### src/rtl/fetch_unit.sv
`default_nettype none
// ============================================================================
//  Module      : fetch_unit
//  Description : Instruction fetch stage with a DEPTH-entry prefetch FIFO.
//                Owns the fetch PC and issues sequential word requests to a
//                one-cycle-latency instruction memory. Returned words are
//                buffered with their PCs and presented to decode over a
//                valid/ready handshake. A redirect flushes the buffer, drops
//                any in-flight response and restarts fetch at the target.
//  Options     : FETCH_BYPASS_EN - when defined, a response arriving while
//                the FIFO is empty is forwarded straight to decode.
//  Revision    : 1.0 - initial release
// ============================================================================
module fetch_unit #(
  parameter int               WIDTH    = 32,
  parameter int               DEPTH    = 4,
  parameter logic [WIDTH-1:0] RESET_PC = '0
) (
  input  logic                       clk,
  input  logic                       rst,
  output logic                       imem_req,
  output logic [WIDTH-1:0]           imem_addr,
  input  logic [WIDTH-1:0]           imem_rdata,
  input  logic                       redirect,
  input  logic [WIDTH-1:0]           redirect_pc,
  output logic                       instr_valid,
  input  logic                       instr_ready,
  output logic [WIDTH-1:0]           instr,
  output logic [WIDTH-1:0]           instr_pc,
  output logic [$clog2(DEPTH+1)-1:0] count
);

  localparam int CW = $clog2(DEPTH + 1);
  localparam int PW = $clog2(DEPTH);

  // Architectural state
  logic [WIDTH-1:0] r_fetch_pc;
  logic             r_inflight;
  logic [WIDTH-1:0] r_req_pc;
  logic [PW-1:0]    r_rd_ptr;
  logic [PW-1:0]    r_wr_ptr;
  logic [CW-1:0]    r_count;
  logic [WIDTH-1:0] r_pc_mem  [DEPTH];
  logic [WIDTH-1:0] r_ins_mem [DEPTH];

  // Control wires
  logic [WIDTH-1:0] w_target;
  logic [CW:0]      w_occ;
  logic             w_req;
  logic             w_resp;
  logic             w_byp;
  logic             w_valid;
  logic             w_pop;
  logic             w_fifo_pop;
  logic             w_push;

  // Request credit, response acceptance, bypass and handshake decode
  always_comb begin
    // Masking keeps every redirect_pc bit live while forcing word alignment.
    w_target = redirect_pc & ~WIDTH'(3);
    // Credit counts outstanding work without assuming a same-cycle pop, so a
    // granted request always finds room when its response lands.
    w_occ    = {1'b0, r_count} + (CW+1)'(r_inflight);
    w_req    = !rst && !redirect && (w_occ < (CW+1)'(DEPTH));
    w_resp   = r_inflight && !redirect && !rst;
`ifdef FETCH_BYPASS_EN
    w_byp    = w_resp && (r_count == '0);
`else
    w_byp    = 1'b0;
`endif
    w_valid    = (r_count != '0) || w_byp;
    w_pop      = w_valid && instr_ready;
    w_fifo_pop = w_pop && (r_count != '0);
    // A bypassed response that decode takes immediately never enters the FIFO.
    w_push     = w_resp && !(w_byp && instr_ready);
  end

  // Output drive: FIFO head, or the live response when bypassing an empty FIFO
  always_comb begin
    imem_req    = w_req;
    imem_addr   = r_fetch_pc;
    instr_valid = w_valid;
    count       = r_count;
    instr       = r_ins_mem[r_rd_ptr];
    instr_pc    = r_pc_mem[r_rd_ptr];
    if (w_byp) begin
      instr    = imem_rdata;
      instr_pc = r_req_pc;
    end
  end

  // Fetch PC, in-flight tracking and FIFO pointer/occupancy update
  always_ff @(posedge clk) begin
    if (rst) begin
      r_fetch_pc <= RESET_PC;
      r_inflight <= 1'b0;
      r_req_pc   <= RESET_PC;
      r_rd_ptr   <= '0;
      r_wr_ptr   <= '0;
      r_count    <= '0;
    end else if (redirect) begin
      // Flush everything; a response due now or next cycle is simply dropped.
      r_fetch_pc <= w_target;
      r_inflight <= 1'b0;
      r_rd_ptr   <= '0;
      r_wr_ptr   <= '0;
      r_count    <= '0;
    end else begin
      if (w_req) begin
        r_fetch_pc <= r_fetch_pc + WIDTH'(4);
        r_req_pc   <= r_fetch_pc;
        r_inflight <= 1'b1;
      end else begin
        r_inflight <= 1'b0;
      end
      if (w_push) begin
        r_wr_ptr <= r_wr_ptr + PW'(1);
      end
      if (w_fifo_pop) begin
        r_rd_ptr <= r_rd_ptr + PW'(1);
      end
      case ({w_push, w_fifo_pop})
        2'b10:   r_count <= r_count + CW'(1);
        2'b01:   r_count <= r_count - CW'(1);
        default: r_count <= r_count;
      endcase
    end
  end

  // FIFO storage; contents need no reset since occupancy qualifies them
  always_ff @(posedge clk) begin
    if (w_push && !rst && !redirect) begin
      r_pc_mem[r_wr_ptr]  <= r_req_pc;
      r_ins_mem[r_wr_ptr] <= imem_rdata;
    end
  end

endmodule
`default_nettype wire

### config.mk
export PLATFORM = sky130hd
export DESIGN_NAME = fetch_unit
export DESIGN_NICKNAME = d
export VERILOG_FILES = /design/src/rtl/fetch_unit.sv
export SDC_FILE = /design/constraint.sdc
export NUM_CORES = 1
export LEC_CHECK = 0
export CAP_MARGIN = 30
export CORE_ASPECT_RATIO = 0.75
export CORE_MARGIN = 1.5
export CORE_UTILIZATION = 55
export CTS_CLUSTER_SIZE = 20
export DETAILED_ROUTE_END_ITERATION = 7
export PLACE_DENSITY_LB_ADDON = 0.12
export RECOVER_POWER = 50
export SETUP_SLACK_MARGIN = 0.4
export SYNTH_ARGS = -nofsm -noshare
export SYNTH_HDL_FRONTEND = slang
export SYNTH_SLANG_ARGS = --single-unit
export TNS_END_PERCENT = 20
### constraint.sdc
create_clock -name clk -period 3.3 [get_ports clk]
set_input_delay 0.33 -clock clk [delete_from_list [all_inputs] [get_ports clk]]
set_output_delay 0.33 -clock clk [all_outputs]
set_load 0.1 [all_outputs]
======== Yosys cells after proc, flatten, opt, wreduce, memory -nomap -nowiden ========
Memory sizes are Yosys's and may differ from the RTL's. A register that Yosys moved wholly into a read port is not among the register bits.
Index checks and enable logic that the tools add are counted.
word-level totals
  register bits ........................... 72
  output and inout bits ................... 101
  memory bits (writable) .................. 256
  memories ................................ 2
  logic and storage cells ................. 44
memory list
  memory     depth  bits a word  read ports  clocked after memory_dff  wr ports  line  text
  r_ins_mem  4      32           1           1                         1         44    logic [WIDTH-1:0] r_ins_mem [DEPTH];
  r_pc_mem   4      32           1           1                         1         43    logic [WIDTH-1:0] r_pc_mem [DEPTH];
cells by class
  equal/unequal tests ..................... 2
  order comparisons ....................... 1
  reductions and logical operators ........ 15
  $add $sub $neg .......................... 6
  muxes and demuxes ....................... 10
  bitwise gates (word level) .............. 1
operators with widths
  cell                                                  number
  2-to-1 mux 32 bit                                     2
  adder 32 x 3 -> 32 bit (second input constant)        1
  logical AND 1 bit                                     8
  2-to-1 mux 2 bit                                      4
  case mux 3 bit (2 select lines)                       1
  adder 2 x 1 -> 2 bit (second input constant)          2
  adder 3 x 1 -> 4 bit                                  1
  < comparator 4 x 3 -> 1 bit (second input constant)   1
  nonzero test 2 bit                                    2
  adder 3 x 1 -> 3 bit (second input constant)          1
  2-to-1 mux 1 bit                                      3
  nonzero test 3 bit                                    1
  subtractor 3 x 1 -> 3 bit (second input constant)     1
  equality test 2 x 1 -> 1 bit (second input constant)  1
  equality test 2 bit (second input constant)           1
  logical NOT 1 bit                                     2
  AND reduction 2 bit                                   1
  OR reduction 2 bit                                    1
  inverter 1 bit                                        1

======== Logic depth before layout (Yosys ltp) ========
  depth in word-level cells ............... 7
  mapped depth ............................ 9
  gate-level depth less buffers ........... 8

======== Worst setup path after synthesis ========
OpenSTA, ideal clock, no wires.
  path kind ............................... register to register
  from .................................... register r_fetch_pc[2], in the netlist imem_addr[2]
  to ...................................... register r_fetch_pc[20], in the netlist imem_addr[20]
  setup time .............................. 112 ps
  path buffers ............................ 1
  required time ........................... 3,188 ps
  stages on the path, launching flop included .. 7
  arrival ................................. 2,678 ps
  slack ................................... 510 ps
  cell sequence ........................... dfxtp_1 -> ha_1 -> nand3_1 -> or3_4 -> buf_6 -> or3_1 -> a2111oi_1
on the way
  longest elaborated chain between the ends .. 3
ends and longest elaborated chain
  what                    line  text
  from (decl)             37    logic [WIDTH-1:0] r_fetch_pc;
  from (signal assigned)  103   r_fetch_pc <= w_target;
  from (signal assigned)  110   r_fetch_pc <= r_fetch_pc + WIDTH'(4);
  adder 32 x 3 -> 32 bit  110
  2-to-1 mux 32 bit       109   if (w_req) begin
  2-to-1 mux 32 bit       101   end else if (redirect) begin
No other way between the ends. The select of a mux whose other input is x is not followed.
A chain may end at the register's enable or synchronous reset.

======== Final worst setup path ========
  from .................................... input port redirect
  to ...................................... memory r_ins_mem[0][23] (enable)
on the way
  longest elaborated chain between the ends .. 7
ends and longest elaborated chain
  what                                        line     text
  from (decl)                                 24       input logic redirect,
  logical NOT 1 bit (*)                       65, 132
  logical AND 1 bit (2 in series)             65       w_resp = r_inflight && !redirect && !rst;
  logical AND 1 bit                           132      if (w_push && !rst && !redirect) begin
  logical AND 1 bit (*)                       132
  2-to-1 mux 1 bit (*)                        132
  2-to-1 mux 1 bit (not written as such) (*)  134      r_ins_mem[r_wr_ptr] <= imem_rdata;
  to (decl)                                   44
Every way passes the cells marked *; elsewhere a longest branch is shown, timed or not.

==> run summary <==
The run finished, with violations left. The final reports fail on capacitance limit, slew limit. In this run the remaining antenna-violating nets after routing total 0. The logs give -0.0488 for the tightest slew margin relative to the limit and 5.12 nW for the leakage power. The warning count from the yosys run is 0. The endpoint of the worst hold-timing path is r_req_pc[30]$_SDFFE_PP0P_.

The fraction of layout instances using a drive strength above 1 was 0.212; the cts-stage hold buffer count was 0. STA puts the critical path data arrival time at 3.01 ns. The highest clock rate is 361 MHz, and the area of the die is 23400 um^2. Ranked by total cell area, the synthesized netlist is headed by edfxtp_1 60%, dfxtp_1 11%, mux4_2 11%, nand2_1 2.5%, a21oi_1 1.5%. The largest total area in the synthesized netlist belongs to edfxtp_1.

Before antenna repair, the detailed router went through 5 iterations. Setup violations remaining at the end of the flow were counted as 0. The tools report the clock root buffer master as clkbuf_16.

For the net switching component of the power, the log shows 1.95 mW. The first global-routing pass estimated 42400 um of wire. For this design the ratio of total power to cell area is 565 nW/um^2.

For the count of antenna diodes in the layout, the log shows 0. The tightest min-delay check is of the in2reg type. In the final routed layout, each cell accounts on average for 21.9 um. The worst register-to-register path ends at r_req_pc[8]$_SDFFE_PP0P_. The count of input and output buffers came out at 162. The tools report the number of gates given a new drive strength after cts as 0. The top flip-flop cell by instance count after synthesis is edfxtp_1.

The mean post-synth cell area works out to 16.3 um^2. Aggregate global-route resource usage: 0.237. Counting flops and latches in the post-synthesis netlist gives 318. The setup skew after layout is 0.0186 ns, and the aggregate negative setup slack is 0 ns. The horizontal die dimension was 176 um. TritonCTS built the clock tree. Internal power comes to 6.65 mW. Clock-pin slew was measured on the worst setup and hold paths at 0.07 ns. Counting instances, the worst hold path has a depth of 4. The number of H-tree levels was 1; the buffers inserted during post-CTS setup optimization was 0. The number of instances in the synthesized netlist is 760. In this run the register-to-register setup slack is 0.87 ns. The share of flip-flops with an asynchronous set or reset is 0, and the via count of the first global-routing pass is 7619. The total clock buffers created by CTS came out at 29. The class of the most critical setup path was in2reg. Start point of the worst hold path: rst.

In this run the critical register-to-register path is launched from r_inflight$_SDFF_PP0_. Vias after detailed routing: 7410. The starting density of the core was 0.560; the period utilization was 0.839. The total DRC errors in the routed layout was 0; the placed wire-length estimate was 17100 um.

Area share of the largest cell type after synthesis: 0.603. Yosys instantiated no cell more often than edfxtp_1. The run gives 1 as the max capacitance violation total. Number of primary I/O pins: 169.

The tools report the part of the total power dissipated in the clock network as 0.411. The critical path required time is 3.54 ns. The sequential cell area fraction in the yosys report is 0.716, and the switching fraction of total power is 0.227. The tools report the sum of overflow across all layers after global routing as 0. STA classifies the critical path endpoint as a flip-flop. The worst-case vdd ir drop was 389 uV. The final layout contains 1002 nets. The first routing iteration left 578 violations.

The congestion estimate from routability-driven global placement came to 0.848. Measured along the y axis, the die boundary spans 133 um. The final layout contains routed wiring with a total length of 27200 um. The run gives 32 as the final number of max-transition violations.

Fill cells in the final layout number 1469. Entering global routing, the biggest net connects 66 pins. The tools report the mapped cell area as 12400 um^2.

The part of the total power dissipated in combinational logic was 0.074; the number of distinct library cells after synthesis was 49. Using the TritonRoute via totals, the vias-per-cell ratio works out to 5.96. Compared with the post-synthesis result, the final layout area differs by 23.4%.

At the pin with the least slew margin, the transition time is 1.57 ns. The worst setup path is launched from an input port. The run gives 0.691 as the utilization after layout. The number of standard-cell rows in the floorplan was 47; the number of synthesized flops with an enable pin was 248. The final hold violation count is 0, and the largest driver fanout on the critical path is 22.

Setup repair after global routing left no endpoint under its margin. The logs give 0 for the initial antenna violation count and 3 for the maximum number of buffers from clock root to sink. The number of cells on the worst reg-to-reg path is 5. The worst hold margin is 0.234 ns, and the clock net sink count is 318. Ranked by instance count, the synthesized netlist is headed by 248 x edfxtp_1, 83 x nand2_1, 70 x dfxtp_1.

The area of the core is 22100 um^2. The latest clock arrival within the worst-skew pair is 0.56 ns, and the part of the power in registers is 0.514. The minimum clock period works out to 2.77 ns.
==> power groups by stage <==
| stage | registers [mW] | clock network (mW) | logic (mW) |
|---|---|---|---|
| after floorplan | 4.68 | 0 | 0.252 |
| after global placement | 4.51 | 0 | 0.639 |
| after detailed placement | 4.51 | 0 | 0.650 |
| after CTS | 4.43 | 3.59 | 0.652 |
| after global routing | 4.43 | 3.74 | 0.668 |
| final | 4.43 | 3.54 | 0.640 |
==> placed cells by master, fill, tap and decap left out, types with 11 or more instances in the layout <==
cell,Yosys,final
nand2_1,83,83
inv_1,11,11
mux4_2,62,62
nand4_1,14,14
nor2_1,30,30
edfxtp_1,248,248
dlygate4sd3_1,0,33
clkdlybuf4s50_1,0,58
buf_4,4,75
dfxtp_1,70,68
a21oi_1,36,36
a211oi_1,11,11
clkbuf_16,0,30
nand3_1,20,20
==> state kept, by name (all words and copies together), names as in the netlist, named ones only <==
signal and flops:
r_wr_ptr 2, r_ins_mem 128, imem_addr 30, r_pc_mem 120, r_rd_ptr 2, r_req_pc 30
r_inflight 1, count 3
==> worst max-delay path, stage by stage <==
cell and delay (ns):
dlygate4sd3_1 0.57, nor2_1 0.28, clkbuf_1 0.31, and3_1 1.21, buf_12 0.29
==> layout make-up <==
cell class                 instances  area [um^2]  share of cell area
inverter                          12         45.0             0.00295
timing repair buffer             182         1700               0.111
sequential                       318         8860               0.581
clock inverter                    20          239              0.0157
multi-input combinational        384         3240               0.213
clock buffer                      34          796              0.0522
tap                              294          368              0.0241
==> worst max path at each step <==
stage	startpoint	endpoint	slack, ns	depth (start not counted)
finish	redirect	r_ins_mem[0][23]$_DFFE_PP_	0.53	5
global route	redirect	r_ins_mem[1][30]$_DFFE_PP_	0.34	5
CTS	flip-flop	instr_pc[26]	0.61	2
detailed placement	redirect	count[2]$_SDFFE_PP0P_	0.75	10
global placement	redirect	count[2]$_SDFFE_PP0P_	0.85	10
floorplan	imem_addr[2]$_SDFFE_PP0P_	imem_addr[20]$_SDFFE_PP0P_	0.51	6
==> cell families (layout without fill, tap and decap cells) <==
| logic type | count (synthesis) | after routing | synth area share |
|---|---|---|---|
| adder cells (fa/ha/maj) | 7 | 7 | 0.00770 |
| other | 1 | 4 | 0.000303 |
| multiplexers | 63 | 63 | 0.114 |
| flip-flops | 318 | 318 | 0.716 |
| AO/OA/AOI/OAI | 89 | 89 | 0.0475 |
| AND/OR/NAND/NOR | 206 | 206 | 0.0822 |
| buffers and inverters | 61 | 248 | 0.0218 |
| XOR/XNOR | 15 | 15 | 0.0106 |
==> per-stage QoR <==
step           power [mW]  setup slack [ns]  std cells  instance area [um^2]
2_1_floorplan        4.93             0.510        763                 12400
3_3_place_gp         5.14             0.850       1190                 14300
3_5_place_dp         5.16             0.753       1190                 14300
4_1_cts              8.67             0.608       1244                 15300
5_1_grt              8.84             0.339       1244                 15200
6_report             8.61             0.531       1244                 15200
==> layer usage <==
| layer | GRT usage | share of wire |
|---|---|---|
| met5 | 0 | 0 |
| met4 | 0.0655 | 0.024 |
| met3 | 0.0391 | 0.067 |
| met2 | 0.374 | 0.47 |
| met1 | 0.345 | 0.43 |
Note: power is estimated with default switching activity, not from simulation.
==> patch, RTL diff (same flow settings) <==
Build with the macro `FETCH_BYPASS_EN` defined.
--- a/src/rtl/fetch_unit.sv
+++ b/src/rtl/fetch_unit.sv
@@ -12,4 +12,6 @@
 //  Revision    : 1.0 - initial release
 // ============================================================================
+`define FETCH_BYPASS_EN
+
 module fetch_unit #(
   parameter int               WIDTH    = 32,
Formal check against the unedited RTL: not equivalent (a bounded check fails within 4 cycles, from zero or initial values and one cycle with rst high).
==> patch against the original RTL <==
- the flow still finishes with violations (max-capacitance violations, max-slew violations)
- design area is 9.9% higher
- largest cell class unchanged
- power decreased by 0.29%
- die area is 5.7% higher
- wire length increased by 2.1%
- sequential cell count unchanged
- setup slack lost 130 ps
- area after synthesis is 5.8% higher
- core utilization is 3.2 points higher
==> patch: results (changes against the original RTL) <==
- Status: finished, violations left (unchanged).
- Violations in the final reports: max-capacitance violations, max-slew violations (unchanged).
- The transition at the pin with the smallest max-transition slack is 1602 ps (was 1573 ps).
- The HPWL after detailed placement came to 17330 um (was 17110 um).
- The post-cts sizing count is 1 (was 0).
- The final net count came to 1066 (was 1002).
- The aggregate routed wire length came to 27760 um (was 27200 um).
- The internal cell power is 6534 uW (was 6653 uW).
- The data arrival time of the critical path is 3310 ps (was 3010 ps).
- The fill cell instance count of the final layout is 1442 (was 1469).
- The pin count of the biggest net entering global routing is 43 (was 66).
- The share of the yosys chip area belonging to registers is 67.67% (was 71.61%).
- The post-placement cell area is 0.01584 mm2 (was 0.01426 mm2).
- The number of buffers added by the clock tree synthesis step was 30 (was 29).
- The first-pass iteration count of the detailed router is 4 (was 5).
- The maximum fanout along the worst path is 38 (was 22).
- The distinct cell type count after synthesis is 60 (was 49).
- The count of placed standard cells including taps came to 1258 (was 1190).
- The final weighted congestion of routability-driven global placement is 0.8276 (was 0.8476).
- The peak supply drop is 0.4122 mV (was 0.3886 mV).
- The number of max-slew violations in the final report is 39 (was 32).
- The max-capacitance violation count is 1 (unchanged).
- The via count of the first global-routing pass is 7676 (was 7619).
- The type of the setup path with the least slack is in -> reg (unchanged).
- The worst slack at placement was 603.5 ps (was 753.3 ps).
- The average wire per standard cell was 21.11 um (was 21.86 um).
- The latest clock arrival within the worst-skew pair is 550 ps.
- The clock root buffer master was sky130_fd_sc_hd__clkbuf_16 (unchanged).
- The total via count after detailed routing is 7840 (was 7410).
- The initial antenna violation count is 0 (unchanged).
- The aggregate global-route resource usage came to 22.96% (was 23.68%).
- The final worst clock skew is 7.107 ps (was 18.62 ps).
- Commonest cells in the netlist: sky130_fd_sc_hd__edfxtp_1 (248), sky130_fd_sc_hd__nand2_1 (79), sky130_fd_sc_hd__dfxtp_1 (70), sky130_fd_sc_hd__mux2_2 (62), sky130_fd_sc_hd__mux4_2 (62) (was sky130_fd_sc_hd__edfxtp_1 (248), sky130_fd_sc_hd__nand2_1 (83), sky130_fd_sc_hd__dfxtp_1 (70), sky130_fd_sc_hd__mux4_2 (62), sky130_fd_sc_hd__a21oi_1 (36)).
- The total leakage power was 0.005505 uW (was 0.005118 uW).
- The cell count after synthesis came to 820 (was 760).
- The initial detailed-routing violation count is 743 (was 578).
- Area contributors post-synth: sky130_fd_sc_hd__edfxtp_1 (57%), sky130_fd_sc_hd__dfxtp_1 (11%), sky130_fd_sc_hd__mux4_2 (11%) (was sky130_fd_sc_hd__edfxtp_1 (60%), sky130_fd_sc_hd__dfxtp_1 (11%), sky130_fd_sc_hd__mux4_2 (11%)).
- The global-route wire length before repair is 43900 um (was 42370 um).
- The maximum level of the CTS H-tree is 1 (unchanged).
[patch: logic make-up after synthesis]
family,Yosys count,share of synthesized area (%)
fa+ha+maj,7,0.7272
flops,318,67.67
compound gates,94,4.737
xor+xnor,13,0.8707
other cells,1,0.02868
simple gates,192,7.578
mux,126,16.17
buf+inv,69,2.220
[patch: metal layers]
metal / up-vias / routed length, um / global-route usage [%]
met1: 3950 / 12630 / 34.73
li1: 3560 / - / -
met3: 52 / 1655 / 3.699
met4: 0 / 641 / 6.111
met2: 278 / 12830 / 35.11
met5: - / 0 / 0
[patch: path summary, 6_finish.rpt]
kind	startpoint	end	slack, ps	cells past startpoint
worst min-delay path	rst	r_req_pc[10]	220	2
worst max-delay path	redirect	imem_addr[19]	400	6
worst max register to register	r_inflight	r_pc_mem[2][12]	480	5
worst min register to register	r_req_pc[21]	r_req_pc[21]	510	2
[patch: power groups by stage]
stage / clock network (uW) / registers, uW / logic (uW)
floorplan: 0 / 4670 / 303
global placement: 0 / 4500 / 760
detailed placement: 0 / 4500 / 766
CTS: 3470 / 4410 / 769
global route: 3630 / 4420 / 790
finish: 3410 / 4410 / 757
[patch: worst max-delay path: stages]
cell	delay, ps
sky130_fd_sc_hd__dlygate4sd3_1	600
sky130_fd_sc_hd__clkbuf_1	1180
sky130_fd_sc_hd__inv_1	500
sky130_fd_sc_hd__buf_4	370
sky130_fd_sc_hd__nor2_1	220
sky130_fd_sc_hd__a2111oi_0	90
[patch: area by class of cell]
class | count | area, um2 | share of cell area (%)
inverter | 16 | 60.06 | 0.3584
clock inverter | 24 | 206.4 | 1.232
timing repair buffer | 189 | 2510 | 14.98
sequential | 318 | 8856 | 52.85
tap | 300 | 375.4 | 2.240
multi-input combinational | 436 | 3969 | 23.69
clock buffer | 32 | 779.5 | 4.652
